<file path="src/rtl/ctrl_pipe_unit.sv">
// ctrl_pipe_unit: pipelined main-decoder control path.
// Decodes the ID-stage opcode into a control word and carries it through the
// ID/EX, EX/MEM and MEM/WB registers together with a valid bit and the
// write-back destination register. Detects load-use hazards (one-cycle stall
// plus bubble) and flushes IF/ID on a taken branch resolved in EX.
// Optional feature macro: JUMP_EN (adds J decode and the 'jump' output).
module ctrl_pipe_unit #(
    parameter int REG_ADDR_W = 5,
    parameter int ALU_OP_W   = 3
) (
    input  logic                    clk,
    input  logic                    rst,
    input  logic                    id_valid,
    input  logic [5:0]              id_opcode,
    input  logic [REG_ADDR_W-1:0]   id_rs,
    input  logic [REG_ADDR_W-1:0]   id_rt,
    input  logic [REG_ADDR_W-1:0]   id_rd,
    input  logic                    ex_branch_taken,
    output logic                    stall,
    output logic                    if_id_flush,
    output logic                    illegal_op,
`ifdef JUMP_EN
    output logic                    jump,
`endif
    output logic [8+ALU_OP_W-1:0]   ex_ctrl,
    output logic [4:0]              mem_ctrl,
    output logic [1:0]              wb_ctrl,
    output logic                    ex_valid,
    output logic                    mem_valid,
    output logic                    wb_valid,
    output logic [REG_ADDR_W-1:0]   ex_dst,
    output logic [REG_ADDR_W-1:0]   mem_dst,
    output logic [REG_ADDR_W-1:0]   wb_dst
);

    typedef enum logic [5:0] {
        OP_R    = 6'b000000,
        OP_LW   = 6'b100011,
        OP_SW   = 6'b101011,
        OP_BEQ  = 6'b000100,
        OP_ADDI = 6'b001000,
        OP_J    = 6'b000010
    } opcode_e;

    // ex_ctrl bit positions, LSB upwards. The top bit is a spare that is
    // always 0: the word is one bit wider than its named fields.
    localparam int B_REG_W   = 0;
    localparam int B_MEM_R   = 3;

    logic                  dec_reg_dst;
    logic                  dec_alu_src;
    logic [ALU_OP_W-1:0]   dec_alu_op;
    logic                  dec_branch;
    logic                  dec_mem_r;
    logic                  dec_mem_w;
    logic                  dec_mem_to_reg;
    logic                  dec_reg_w;
    logic                  dec_legal;
    logic                  dec_rt_read;
    logic                  dec_is_j;
    logic [REG_ADDR_W-1:0] dec_dst;
    logic [8+ALU_OP_W-1:0] dec_word;

    logic                  uses_ex_dst;
    logic                  load_use;
    logic                  jump_int;
    logic                  bubble;

    // Main decoder: opcode -> control fields, destination and rt usage
    always_comb begin
        dec_reg_dst    = 1'b0;
        dec_alu_src    = 1'b0;
        dec_alu_op     = '0;
        dec_branch     = 1'b0;
        dec_mem_r      = 1'b0;
        dec_mem_w      = 1'b0;
        dec_mem_to_reg = 1'b0;
        dec_reg_w      = 1'b0;
        dec_legal      = 1'b1;
        dec_rt_read    = 1'b0;
        dec_is_j       = 1'b0;
        case (id_opcode)
            OP_R: begin
                dec_reg_dst     = 1'b1;
                dec_reg_w       = 1'b1;
                dec_alu_op[2:0] = 3'b010;
                dec_rt_read     = 1'b1;
            end
            OP_LW: begin
                dec_alu_src    = 1'b1;
                dec_mem_to_reg = 1'b1;
                dec_reg_w      = 1'b1;
                dec_mem_r      = 1'b1;
            end
            OP_SW: begin
                dec_alu_src = 1'b1;
                dec_mem_w   = 1'b1;
                dec_rt_read = 1'b1;
            end
            OP_BEQ: begin
                dec_branch      = 1'b1;
                dec_alu_op[2:0] = 3'b001;
                dec_rt_read     = 1'b1;
            end
            OP_ADDI: begin
                dec_alu_src     = 1'b1;
                dec_reg_w       = 1'b1;
                dec_alu_op[2:0] = 3'b110;
            end
`ifdef JUMP_EN
            OP_J: begin
                dec_is_j = 1'b1;
            end
`endif
            default: begin
                dec_legal = 1'b0;
            end
        endcase

        dec_dst = dec_reg_dst ? id_rd : id_rt;
        // r0 is hard-wired; never request a write to it
        if (dec_dst == '0) begin
            dec_reg_w = 1'b0;
        end

        dec_word = {1'b0, dec_reg_dst, dec_alu_src, dec_alu_op, dec_branch,
                    dec_mem_r, dec_mem_w, dec_mem_to_reg, dec_reg_w};
    end

`ifdef JUMP_EN
    assign jump_int = id_valid & dec_is_j & ~ex_branch_taken;
    assign jump     = jump_int;
`else
    assign jump_int = 1'b0;
`endif

    // Hazard, flush and bubble selection for the ID/EX register
    always_comb begin
        uses_ex_dst = (ex_dst == id_rs) | (dec_rt_read & (ex_dst == id_rt));
        load_use    = ex_valid & ex_ctrl[B_MEM_R] & id_valid
                      & (ex_dst != '0) & uses_ex_dst;
        // A taken branch discards the ID instruction, so holding it is pointless
        stall       = load_use & ~ex_branch_taken;
        if_id_flush = ex_branch_taken | jump_int;
        illegal_op  = id_valid & ~dec_legal;
        // A J has done its work by redirecting fetch; it travels on as a bubble
        bubble      = ~id_valid | ~dec_legal | load_use | ex_branch_taken
                      | jump_int;
    end

    // ID/EX register: decoded word, or a bubble on hazard/flush/empty ID
    always_ff @(posedge clk or posedge rst) begin
        if (rst) begin
            ex_ctrl  <= '0;
            ex_valid <= 1'b0;
            ex_dst   <= '0;
        end else if (bubble) begin
            ex_ctrl  <= '0;
            ex_valid <= 1'b0;
            ex_dst   <= '0;
        end else begin
            ex_ctrl  <= dec_word;
            ex_valid <= 1'b1;
            ex_dst   <= dec_dst;
        end
    end

    // EX/MEM register: always advances, keeps the memory and write-back fields
    always_ff @(posedge clk or posedge rst) begin
        if (rst) begin
            mem_ctrl  <= '0;
            mem_valid <= 1'b0;
            mem_dst   <= '0;
        end else begin
            mem_ctrl  <= ex_ctrl[B_REG_W +: 5];
            mem_valid <= ex_valid;
            mem_dst   <= ex_dst;
        end
    end

    // MEM/WB register: always advances, keeps only the write-back fields
    always_ff @(posedge clk or posedge rst) begin
        if (rst) begin
            wb_ctrl  <= '0;
            wb_valid <= 1'b0;
            wb_dst   <= '0;
        end else begin
            wb_ctrl  <= mem_ctrl[1:0];
            wb_valid <= mem_valid;
            wb_dst   <= mem_dst;
        end
    end

endmodule

</file>
<file path="config.mk">
export PLATFORM = sky130hd
export DESIGN_NAME = ctrl_pipe_unit
export DESIGN_NICKNAME = d
export VERILOG_FILES = /design/src/rtl/ctrl_pipe_unit.sv
export SDC_FILE = /design/constraint.sdc
export NUM_CORES = 1
export LEC_CHECK = 0
export CAP_MARGIN = 20
export CORE_ASPECT_RATIO = 0.8
export CORE_MARGIN = 2
export CORE_UTILIZATION = 25
export DETAILED_ROUTE_END_ITERATION = 7
export PLACE_DENSITY = 0.5
export SLEW_MARGIN = 20
export SYNTH_ARGS = -nofsm -noshare
export SYNTH_HDL_FRONTEND = slang
export SYNTH_SLANG_ARGS = --single-unit
export TNS_END_PERCENT = 1
</file>
<file path="constraint.sdc">
create_clock -name clk -period 2.1 [get_ports clk]
set_input_delay 0.525 -clock clk [delete_from_list [all_inputs] [get_ports clk]]
set_output_delay 0.525 -clock clk [all_outputs]
set_load 0.02 [all_outputs]
</file>
==> results.md, run 1 <==
- Dpl hpwl: between 2 and 3 mm
- Clock network power share: 36.4%
- Hold crit path type: flip-flop to flip-flop
- Gpl congestion: ~0.79
- Worst setup EP type: output pin
- Die ar.: ~0.0061 sq mm
- Post-synth net total: 130
- First-pass iteration count of the detailed router: 3
- Leading post-synthesis cells by instance count: 33 x dfrtp_1, 14 x nor2_1, 8 x xor2_1, 5 x mux2i_1, 5 x nor3_1
- Hold path startpoint: mem_dst[0]
- Die Wd: just under 90 um
- Layout cells sized above 1: 32.51%
- Startpoint types: primary input
- R2R Path Start: ex_dst[1]
- Inserted Diodes: 0
- Non-Filler Instances: 268
- CP Max Fanout: 2
- Reg2Reg Setup Slack: 240 ps
- Max-capacitance violation count: 0
- Placed cells: about 260
- Clk slew on worst S/H paths: around 60 ps
- Wire per inst: roughly 13 um
- Num CTS Buffers: 5
- Number of flops mapped to enable cells by yosys: 0
- Port Buffers: 62
- Initial antenna violation count: 0
- Post-route minimum period: 2244 ps
- Ys Warns: 0
- Critical path class: primary input to output pin
- CTS Buffer Depth: 2
- Netlist cell types: 32
- Final number of hold-violating endpoints: 0
- Setup Viol. Count Final: 2
- Clock Latency Late Sink: 290 ps
- Most common cell in the synthesized netlist: dfrtp_1
- Skew final: roughly 11 ps
- Top Ports: 64
- Max H-tree Level: 2
- Overflow after GRT: 0
- Sequential Power Share: 51.2%
- Hold depth: 0
- Post-Syn Area per Cell: ~13 sq um
- Switching portion of total power: ~24%
- CTS tree: done
- Hold slack: 373.0 ps
- Cells after Synth: about 110
- Fin crit share: 106.9%
- Post-route cell area: 0.002392 sq mm
- Worst slack, placed: -901.9 ps
- First-pass GRT wire length: roughly 6 mm
- # DRC: 0
- Area Growth Syn to Fin: 74.45%
- Core ar.: 0.005375 sq mm
- Post-synth top area cell: dfrtp_1
- Pwr per Cell Area: about 520 mW/mm^2
- Arr. time, crit path: ~1700 ps
- Max IR drop VDD: 0.2007 mV
- Area contributors post-synth: dfrtp_1 60%, xor2_1 5.1%, nor2_1 3.8%
- Seq cells post-synth: 33
- Fill count: roughly 500
- CP required: about 1600 ps
- Setup TNS Final: -148.9 ps
- Register area share after synthesis: ~60%
- Remaining antenna violation count: 0
- GR Util All Layers: 12.95%
- Initial Util: roughly 26%
- CTS Sinks: 33
- Cells on worst reg2reg path: 8
- Placed cell areas: around 0.0023 sq mm
- Num rows: 24
- Predominant post-synthesis flop cell: dfrtp_1
- Largest net degree at the start of global routing: 34
- Drt total wl: around 3.6 mm
- Fraction of registers with async set/reset: between 90% and 100%
- Hold worst-path end: wb_dst[0]
- Routed vias/inst: 4.216
- Cell Int Power: 948.9 uW
- Final worst slack: -143.9 ps
- Mapped cell area: around 0.0014 sq mm
- CTS root buffer: clkbuf_8
- Comb power frac: between 10% and 20%
- Synth top area share: between 60% and 70%
- Switch Pwr: about 300 uW
- Failing checks: setup timing
- Status: complete, but fails checks
- Detailed Route Iter0 Violations: between 40 and 50
- Max Freq: ~450 MHz
- Slew Limit Fails: 0
- Layout Nets: approximately 230
- Vias in the first global route: 1,216
- Lkg Pwr: around 0.0012 uW
- RSZ-0062 raised after global routing: yes
- Die Ht: 70.25 um
- Via count: 1,130
- Worst R2R End: ex_ctrl[0]
==> power by group through the flow <==
stage / combinational, uW / sequential, uW / clock [uW]
after floorplan: 56.2 / 659 / 0
after global placement: 158 / 653 / 0
after detailed placement: 160 / 653 / 0
after CTS: 155 / 641 / 471
after global routing: 168 / 641 / 502
final: 155 / 641 / 456
==> critical path, stage by stage <==
cell and delay, ps:
dlygate4sd2_1 250, xor2_1 160, nor4_2 320, nand4_4 140, a21oi_2 170, buf_4 150
==> area by class of cell <==
cell class	instances	area (sq um)	area share (%)
well taps	65	81.33	3.400
inverters	4	15.01	0.6276
clock buffers	6	72.57	3.033
clock inverters	2	10.01	0.4184
multi-input cells	63	528.0	22.07
flip-flops and latches	33	825.8	34.52
repair buffers	95	859.6	35.93
==> placed cells by master (no fill, tap or decap), drive strengths merged, types with 2 or more instances in the layout <==
master	count
or4	2
clkdlybuf4s50	43
xor2	8
dlymetal6s2s	2
clkinv	2
dfrtp	33
nand3	3
inv	4
clkbuf	9
xnor2	2
nand2	2
nor2	15
nand4	3
nor3	7
mux2i	5
dlygate4sd2	10
buf	36
a21oi	4
==> state kept, by name (all words and copies together) (netlist names) <==
| name | cells |
|---|---|
| wb_ctrl | 2 |
| ex_ctrl | 9 |
| wb_dst | 5 |
| mem_valid | 1 |
| mem_ctrl | 4 |
| ex_valid | 1 |
| wb_valid | 1 |
| mem_dst | 5 |
| ex_dst | 5 |
==> metal layers <==
| metal | wire length [um] | share of wire [%] | up-vias | track usage (%) |
|---|---|---|---|---|
| li1 | - | - | 546 | - |
| met1 | 1591 | 44 | 536 | 16.25 |
| met2 | 1756 | 49 | 42 | 21.03 |
| met3 | 183 | 5.1 | 6 | 3.783 |
| met4 | 59 | 1.6 | 0 | 4.688 |
| met5 | 0 | 0 | - | 0 |
==> kinds of logic (layout without fill, tap and decap cells) <==
group | Yosys count | count (layout) | share of synthesized area [%]
and+or+nand+nor | 39 | 39 | 20.16
muxes | 6 | 6 | 4.471
other | 1 | 1 | 0.2735
xor gates and xnor gates | 10 | 10 | 6.387
buffers and inverters | 9 | 107 | 4.106
DFF | 33 | 33 | 60.22
AOI/OAI and AO/OA | 7 | 7 | 4.380
==> worst max path at each step <==
| stage | from | endpoint | cells after the start |
|---|---|---|---|
| global placement | id_rt[2] | stall | 6 |
| detailed placement | id_rt[2] | stall | 6 |
| floorplan | ex_dst[2] | stall | 4 |
| CTS | ex_dst[1] | stall | 5 |
| finish | id_rt[4] | stall | 6 |
| global route | id_rt[4] | stall | 6 |
==> per-stage QoR <==
stage / power, uW / util [%]
4_1_cts: 1268 / 44.30
2_1_floorplan: 714.8 / -
6_report: 1252 / 44.51
3_3_place_gp: 811.1 / 42.30
5_1_grt: 1311 / 44.51
3_5_place_dp: 813.8 / 42.30
==> what timing repair did <==
| item | 4_1_cts | 5_1_grt |
|---|---|---|
| setup endpoints to repair | 3 | 3 |
| pin swaps | 7 | 7 |
| gates cloned | 0 | 0 |
| setup buffers | 2 | 1 |
| hold buffers | 0 | 0 |
| gates resized for setup | 36 | 11 |
Note: power is estimated with default switching activity, not from simulation.
==> run 2: changes to the inputs <==
--- a/config.mk
+++ b/config.mk
@@ -9,6 +9,7 @@
 export CORE_ASPECT_RATIO = 0.8
 export CORE_MARGIN = 2
 export CORE_UTILIZATION = 25
+export CTS_CLUSTER_SIZE = 8
 export DETAILED_ROUTE_END_ITERATION = 7
 export PLACE_DENSITY = 0.5
 export SLEW_MARGIN = 20
==> results of run 2 <==
Final layout, timing and power as in run 1 (identical DEF).
